<file path="config.mk">
export PLATFORM = sky130hd
export DESIGN_NAME = uart_tx_scheduler_flat
export DESIGN_NICKNAME = d
export VERILOG_FILES = /design/src/rtl/uart_tx_scheduler_if.sv /design/src/rtl/uart_tx_scheduler.sv /design/src/flat_wrapper.sv
export SDC_FILE = /design/constraint.sdc
export NUM_CORES = 1
export LEC_CHECK = 0
export BUFFER_PORTS_ARGS = -buffer_cell sky130_fd_sc_hd__buf_2
export CAP_MARGIN = 20
export CORE_UTILIZATION = 25
export CTS_BUF_LIST = sky130_fd_sc_hd__clkbuf_16
export DETAILED_ROUTE_END_ITERATION = 7
export SYNTH_ARGS = -nofsm -noshare
export SYNTH_HDL_FRONTEND = slang
export SYNTH_SLANG_ARGS = --single-unit
</file>
<file path="constraint.sdc">
create_clock -name clk -period 3.96 [get_ports clk]
set_input_delay 0.396 -clock clk [delete_from_list [all_inputs] [get_ports clk]]
set_output_delay 0.396 -clock clk [all_outputs]
set_load 0.02 [all_outputs]
</file>
<file path="src/rtl/uart_tx_scheduler_if.sv">
// Byte-request bus between on-chip sources and uart_tx_scheduler.
// req_lock exists only when UART_TX_LOCK_EN is defined.
interface uart_tx_scheduler_if #(
    parameter int NREQ = 2
) ();
    logic [NREQ-1:0]   req_valid;
    logic [8*NREQ-1:0] req_data;
    logic [NREQ-1:0]   req_ack;
`ifdef UART_TX_LOCK_EN
    logic [NREQ-1:0]   req_lock;

    modport master (output req_valid, req_data, req_lock, input req_ack);
    modport slave  (input req_valid, req_data, req_lock, output req_ack);
`else
    modport master (output req_valid, req_data, input req_ack);
    modport slave  (input req_valid, req_data, output req_ack);
`endif
endinterface

</file>
<file path="src/rtl/uart_tx_scheduler.sv">
// Round-robin arbiter sharing one 8N1 UART transmit line between NREQ byte sources.
// Optional UART_TX_LOCK_EN lets the current owner keep the line for multi-byte messages.
module uart_tx_scheduler #(
    parameter int NREQ      = 2,
    parameter int CLK_FREQ  = 50000000,
    parameter int BAUD_RATE = 115200,
    localparam int IDW      = (NREQ > 1) ? $clog2(NREQ) : 1
) (
    input  logic               clk,
    input  logic               rst_n,
    uart_tx_scheduler_if.slave req_bus,
    output logic               uart_tx,
    output logic               busy,
    output logic [IDW-1:0]     grant_id
);
    localparam int DIV = CLK_FREQ / BAUD_RATE;
    localparam int CW  = $clog2(DIV);

    typedef enum logic [1:0] {IDLE, START, DATA, STOP} state_t;

    state_t          state_q, state_d;
    logic [CW-1:0]   cnt_q, cnt_d;
    logic [2:0]      bit_q, bit_d;
    logic [7:0]      sh_q, sh_d;
    logic            tx_q, tx_d;
    logic            busy_q, busy_d;
    logic [NREQ-1:0] ack_q, ack_d;
    logic [IDW-1:0]  grant_q, grant_d;
    logic [IDW-1:0]  ptr_q, ptr_d;

    logic            lock_hit;
    logic            found;
    logic [IDW-1:0]  win;
    logic [IDW-1:0]  cand;
    logic            bit_end;

`ifdef UART_TX_LOCK_EN
    assign lock_hit = req_bus.req_lock[grant_q] & req_bus.req_valid[grant_q];
`else
    assign lock_hit = 1'b0;
`endif

    // ptr_q is the search start (last grant + 1), kept apart from grant_id so
    // that requester 0 gets first priority after reset while grant_id reads 0.
    always_comb begin
        found = 1'b0;
        win   = ptr_q;
        cand  = '0;
        for (int unsigned i = 0; i < NREQ; i++) begin
            cand = IDW'((32'(ptr_q) + i) % NREQ);
            if (!found && req_bus.req_valid[cand]) begin
                found = 1'b1;
                win   = cand;
            end
        end
        if (lock_hit) begin
            found = 1'b1;
            win   = grant_q;
        end
    end

    assign bit_end = (cnt_q == CW'(DIV - 1));

    always_comb begin
        state_d = state_q;
        cnt_d   = cnt_q;
        bit_d   = bit_q;
        sh_d    = sh_q;
        tx_d    = tx_q;
        busy_d  = busy_q;
        ack_d   = '0;
        grant_d = grant_q;
        ptr_d   = ptr_q;
        case (state_q)
            IDLE: begin
                tx_d = 1'b1;
                if (found) begin
                    sh_d       = req_bus.req_data[8*win +: 8];
                    grant_d    = win;
                    ptr_d      = (win == IDW'(NREQ - 1)) ? '0 : win + 1'b1;
                    ack_d[win] = 1'b1;
                    busy_d     = 1'b1;
                    cnt_d      = '0;
                    tx_d       = 1'b0;
                    state_d    = START;
                end
            end
            START: begin
                if (bit_end) begin
                    cnt_d   = '0;
                    bit_d   = '0;
                    tx_d    = sh_q[0];
                    sh_d    = {1'b0, sh_q[7:1]};
                    state_d = DATA;
                end else begin
                    cnt_d = cnt_q + 1'b1;
                end
            end
            DATA: begin
                if (bit_end) begin
                    cnt_d = '0;
                    if (bit_q == 3'd7) begin
                        tx_d    = 1'b1;
                        state_d = STOP;
                    end else begin
                        tx_d  = sh_q[0];
                        sh_d  = {1'b0, sh_q[7:1]};
                        bit_d = bit_q + 1'b1;
                    end
                end else begin
                    cnt_d = cnt_q + 1'b1;
                end
            end
            STOP: begin
                if (bit_end) begin
                    cnt_d   = '0;
                    busy_d  = 1'b0;
                    state_d = IDLE;
                end else begin
                    cnt_d = cnt_q + 1'b1;
                end
            end
            default: state_d = IDLE;
        endcase
    end

    always_ff @(posedge clk) begin
        if (!rst_n) begin
            state_q <= IDLE;
            cnt_q   <= '0;
            bit_q   <= '0;
            sh_q    <= '0;
            tx_q    <= 1'b1;
            busy_q  <= 1'b0;
            ack_q   <= '0;
            grant_q <= '0;
            ptr_q   <= '0;
        end else begin
            state_q <= state_d;
            cnt_q   <= cnt_d;
            bit_q   <= bit_d;
            sh_q    <= sh_d;
            tx_q    <= tx_d;
            busy_q  <= busy_d;
            ack_q   <= ack_d;
            grant_q <= grant_d;
            ptr_q   <= ptr_d;
        end
    end

    assign req_bus.req_ack = ack_q;
    assign uart_tx         = tx_q;
    assign busy            = busy_q;
    assign grant_id        = grant_q;
endmodule

</file>
<file path="src/flat_wrapper.sv">
// flat-port wrapper written by rule: the top's interface ports become plain ports
module uart_tx_scheduler_flat 
#(
    parameter int NREQ      = 2,
    parameter int CLK_FREQ  = 50000000,
    parameter int BAUD_RATE = 115200,
    localparam int IDW      = (NREQ > 1) ? $clog2(NREQ) : 1
)
  (clk, rst_n, uart_tx, busy, grant_id, req_bus_req_valid, req_bus_req_data, req_bus_req_ack);
  uart_tx_scheduler_if #(.NREQ(NREQ)) req_bus_i ();
  input  logic clk;
  input  logic rst_n;
  output logic uart_tx;
  output logic busy;
  output logic [IDW-1:0] grant_id;
  input wire logic [$bits(req_bus_i.req_valid)-1:0] req_bus_req_valid;
  input wire logic [$bits(req_bus_i.req_data)-1:0] req_bus_req_data;
  output wire logic [$bits(req_bus_i.req_ack)-1:0] req_bus_req_ack;
  assign req_bus_i.req_valid = req_bus_req_valid;
  assign req_bus_i.req_data = req_bus_req_data;
  assign req_bus_req_ack = req_bus_i.req_ack;
  uart_tx_scheduler #(.NREQ(NREQ), .CLK_FREQ(CLK_FREQ), .BAUD_RATE(BAUD_RATE)) u_core (.clk(clk), .rst_n(rst_n), .req_bus(req_bus_i), .uart_tx(uart_tx), .busy(busy), .grant_id(grant_id));
endmodule
</file>
# --- Yosys cells after proc, flatten, opt, wreduce, memory -nomap -nowiden ---
# Index checks and enable logic that the tools add are counted.
# Widths: inputs -> output; s select.
word_totals:
  regBits: 28
  latchBits: 0
  ram_bits: 0
  rom_bits: 0
  input_bits: 20
  elab_cells: 80
  mem_count: 0
classes:
  addsub: 4
  mul: 0
  n_div: 0
  order_cmp: 4
  eq_ne: 11
  shift: 1
  muxes: 36
  bitwise_logic: 0
  reduce_logical: 15
ops:
  columns: ["op", "count"]
  rows:
  - ["$mux 8", 4]
  - ["$pmux 8 s3", 1]
  - ["$mux 9", 2]
  - ["$pmux 9 s2", 1]
  - ["$shiftx 16x5->8", 1]
  - ["$mux 1", 15]
  - ["$mux 2", 5]
  - ["$ne 2x1->1 const B", 5]
  - ["$reduce_and 5->1", 2]
  - ["$add 9x1->9 const B", 1]
  - ["$eq 9x9->1 const B", 1]
  - ["$mux 3", 3]
  - ["$reduce_and 3->1", 3]
  - ["$pmux 2 s4", 1]
  - ["$lt 1x2->1 const B", 3]
  - ["$pmux 3 s2", 1]
  - ["$eq 2x2->1 const B", 2]
  - ["$reduce_and 4->1", 1]
  - ["$reduce_bool 2->1", 2]
  - ["$add 3x1->3 const B", 1]
  - ["$eq 3x3->1 const B", 1]
  - ["$pmux 1 s3", 1]
  - ["$reduce_bool 3->1", 1]
  - ["$reduce_or 3->1", 1]
  - ["10 further kinds", 12]

# --- Longest topological paths before layout ---
depth:
  ltp_word: 10
  depth_mapped: 7
  mapped_depth_nobuf: 6

# --- Worst setup path after synthesis ---
# OpenSTA, ideal clock, no wires.
synth_path:
  path_type: "register -> register"
  start: "register u_core.state_q[0]"
  end: "register u_core.state_q[0]"
  setup_ps: 116
  t_arrival_ps: 1692
  required_ps: 3844
  path_slack_ps: 2152
  path_stages_with_launch: 7
  path_buffers: 1
  synth_period_minus_slack_ps: 1808
  cell_sequence: "dfxtp_1 inv_1 ha_1 clkbuf_1 or3_1 a2111o_1 o211a_1"
synth_between:
  elab_chain_cells: 3
synth_rtl:
  columns: ["item", "line_no", "source"]
  rows:
  - ["start, declared", "uart_tx_scheduler.sv:21", "state_t state_q, state_d;"]
  - ["start signal, assigned", "uart_tx_scheduler.sv:139", "state_q <= state_d;"]
  - ["$eq 2x2->1, or another cell as far along", "uart_tx_scheduler.sv:74", "case (state_q)"]
  - ["$ne 2x1->1 (no line)", null, null]
  - ["$reduce_and 5->1 (no line)", null, null]
# Parallel ways exist; a longest one is shown, timed or not.
# A chain may end at the register's enable or synchronous reset.

# --- Worst setup path after layout ---
layout_path:
  start: "register u_core.state_q[0]"
  end: "register u_core.cnt_q[1]"
layout_between:
  elab_chain_cells: 3
layout_rtl:
  columns: ["item", "line_no", "source"]
  rows:
  - ["$eq 2x1->1 / $eq 2x2->1 (equally long branches)", "uart_tx_scheduler.sv:74", null]
  - ["$reduce_or 3->1 (no line)", null, null]
  - ["$pmux 9 s2", "uart_tx_scheduler.sv:74", null]
  - ["end signal, assigned", "uart_tx_scheduler.sv:140", "cnt_q <= cnt_d;"]
  - ["end, declared", "uart_tx_scheduler.sv:22", "logic [CW-1:0] cnt_q, cnt_d;"]
# Parallel ways exist; a longest one is shown, timed or not.

==> flow_summary.ini <==
[setup_path]
r2r_setup_slack_ps = 1890
crit_path_start = u_core.state_q[0]$_SDFFE_PN0P_
critical_path_required_ps = 4150
reg2reg_depth = 5
arrival_ps = 2250
cp-start-kind = register
worst_r2r_endpoint = u_core.cnt_q[1]$_SDFFE_PN0P_
path_max_fanout = 13
critPathKind = register to register
crit_path_end_kind = register
reg2reg_from = u_core.state_q[0]$_SDFFE_PN0P_

[power]
p_int_w = 0.0007813
clock_power_share_pct = 24.3
leakagePower_nw = 0.7716
cellPowerDensity_nw_per_um2 = 675.3
p_comb_share_pct = 44.7
seqPwrFrac_pct = 31.0
power_w = 0.001239
swShare_pct = 36.96
vdd_drop_max_v = 0.0002795
switching_power_w = 0.0004581

[logic_synthesis]
synth_nets = 205
syn_area_um2 = 1555
syn_avg_cell_area_um2 = 8.887
ys_ff_latch = 28
yosysSeqAreaShare_pct = 36.04
yosys_warnings = 0
synth_cell_types = 40
syn_inst = 175

[min_path]
hold_start = req_bus_req_valid[1]
hold-path-endpoint = u_core.req_bus.req_ack[0]$_SDFF_PN0_
hold_path.class = input port to register
worstHoldPathCells = 2

[clock_network]
cts_htree_levels = 1
clockBufferDepth = 2
worstSkewPairLatency_ps = 270
numCtsBuffers = 3
cts_resized = 0
clkTransAtPathRegs_ps = 70
clkSinkCount = 28
cts_hold_buf = 0
clock-root-buffer = clkbuf_16
cts_tree = done
cts_setup_buffers = 0

[timing]
fmax_ghz = 0.4835
setup_violations = 0
fin_setup_tns_ps = 0
hold_ws_ps = 411.6
finalCriticalPeriod_ps = 2068
timing.final.crit_share_pct = 52.22
relSlewSlack_pct = 41.68
grt_setup_unrepaired = no
fin_skew_ps = 4.457
maxSlewViolCount = 0
hold_viol = 0
tightest_slew_ps = 871.0

[routing]
wl_um = 3030
vias_per_cell = 4.626
postRouteAntennaNets = 0
wl_per_cell_um = 11.22
vias = 1249
dr.pass1.iters = 4
drt_iter0_markers = 51
drc = 0

[floorplan]
num_rows = 28
num_io_pins = 25
core_um2 = 5956
dieWidth_um = 80.88
dieArea_um2 = 6541
die_h_um = 80.88
start_util_pct = 26.11

[grt]
gr-total-overflow = 0
grt_pass1_vias = 1203
grt_antenna_before_repair = 0
track_usage_pct = 9.939
grt_max_degree = 28
grt_pass1_wl_um = 5168

[place]
dpl_cell_area_um2 = 1730
routabilityCongestion = 0.8142
numPortBuffers = 24
dp_hpwl_um = 2234

[cells_and_area]
n_antenna_cell = 0
drive_above_1_share_pct = 17.95
area_growth_syn_to_layout_pct = 18.02
fillCellCount = 641
final_cell_area_um2 = 1836
layout.nets = 226

[flow_run]
cap_violations = 0

[outcome]
status = complete, no violations
[metrics by stage]
step / worst slack, ps / util [%] / cells
2_1_floorplan: 2152 / - / 175
3_3_place_gp: 2000 / 29.05 / 266
3_5_place_dp: 1919 / 29.05 / 266
4_1_cts: 1865 / 30.82 / 270
5_1_grt: 1751 / 30.82 / 270
6_report: 1892 / 30.82 / 270
[logic make-up (layout without fill, tap and decap cells)]
family	after synthesis	after routing	synth area share, %
buffers and inverters	15	35	4.183
DFF	28	28	36.04
AOI/OAI and AO/OA	30	30	15.05
and+or+nand+nor	73	73	24.70
muxes	10	10	6.758
xor gates and xnor gates	8	8	4.505
adders and majority gates	11	11	8.769
[power by group through the flow]
stage / Clock (W) / Sequential, W / Combinational, W
after CTS: 0.000307 / 0.000385 / 0.000562
after detailed placement: 0 / 0.000391 / 0.000554
after global placement: 0 / 0.000389 / 0.000551
after global routing: 0.000318 / 0.000395 / 0.000623
after floorplan: 0 / 0.000401 / 0.000437
final: 0.000301 / 0.000384 / 0.000554
[registers in the layout, indices dropped and copies added, names as in the netlist]
name and count:
u_core.busy 1, u_core.sh_q 8, u_core.cnt_q 9, u_core.state_q 2
u_core.req_bus.req_ack 2, u_core.grant_id 1, u_core.ptr_q 1, u_core.uart_tx 1
u_core.bit_q 3
[layout make-up]
type                            count  area, um2  area share, %
Multi-Input combinational cell    132      929.6          50.65
Sequential cell                    28      560.5          30.54
Timing Repair Buffer               24      120.1          6.544
Tap cell                           75      93.84          5.112
Clock buffer                        3      75.07          4.090
Clock inverter                      1      30.03          1.636
Inverter                            7      26.28          1.431
[layout by cell type (no fill, tap or decap), types with 2 or more instances in the layout]
| cell | n |
|---|---|
| nor3_1 | 4 |
| nor2b_1 | 3 |
| a32o_1 | 8 |
| clkbuf_16 | 3 |
| mux2i_1 | 9 |
| nor4_1 | 4 |
| o21ai_0 | 2 |
| nand2_1 | 13 |
| nand2b_1 | 9 |
| xnor2_1 | 8 |
| nor2_1 | 27 |
| a211oi_1 | 3 |
| a21oi_1 | 8 |
| inv_1 | 5 |
| nand3_1 | 2 |
| ha_1 | 10 |
| nand4_1 | 2 |
| o211a_1 | 2 |
| buf_2 | 24 |
| dfxtp_1 | 28 |
| or3_1 | 2 |
[routing by layer]
| metal | routed length [um] | global-route usage (%) | share of wire [%] | vias to the layer above |
|---|---|---|---|---|
| met1 | 1526 | 12.26 | 50 | 563 |
| met3 | 117 | 3.034 | 3.9 | 4 |
| met4 | 31 | 2.321 | 1.0 | 0 |
| li1 | - | - | - | 659 |
| met2 | 1355 | 16.81 | 45 | 23 |
| met5 | 0 | 0 | 0 | - |
[critical path: stages, from the launching register on]
cell	delay, ps
dfxtp_1	360
inv_1	120
ha_1	240
nor3b_2	740
o21ai_2	270
a211oi_1	250
[worst max-delay path by stage]
stage / slack [ps] / cells after the start / to
after floorplan: 2150 / 6 / u_core.state_q[0]$_SDFFE_PN0P_
after global placement: 2000 / 5 / u_core.cnt_q[1]$_SDFFE_PN0P_
after detailed placement: 1920 / 5 / u_core.cnt_q[1]$_SDFFE_PN0P_
after CTS: 1860 / 5 / u_core.cnt_q[1]$_SDFFE_PN0P_
after global routing: 1750 / 5 / u_core.cnt_q[1]$_SDFFE_PN0P_
final: 1890 / 5 / u_core.cnt_q[1]$_SDFFE_PN0P_
[cells in the mapped netlist, drive strengths merged]
cell | number | area, um2
dfxtp | 28 | 560.5
nor2 | 27 | 101.4
nand2 | 13 | 48.80
ha | 10 | 125.1
a21oi | 9 | 48.80
mux2i | 9 | 90.09
nand2b | 9 | 56.30
a32o | 8 | 80.08
xnor2 | 8 | 70.07
clkbuf | 6 | 22.52
inv | 6 | 22.52
nor4 | 5 | 46.29
nor3 | 4 | 20.02
a211oi | 3 | 22.52
nor2b | 3 | 18.77
o21ai | 3 | 18.77
buf | 2 | 16.26
nand3 | 2 | 10.01
nand4 | 2 | 12.51
o211a | 2 | 20.02
or3 | 2 | 12.51
a2111o | 1 | 11.26
a311oi | 1 | 8.760
and2 | 1 | 6.260
and4b | 1 | 10.01
and4bb | 1 | 12.51
clkinv | 1 | 3.750
maj3 | 1 | 11.26
mux2 | 1 | 15.01
nand3b | 1 | 7.510
nor3b | 1 | 12.51
o21a | 1 | 7.510
o311ai | 1 | 8.760
o31ai | 1 | 7.510
or3b | 1 | 8.760
Power figures use the tool's default switching activity.
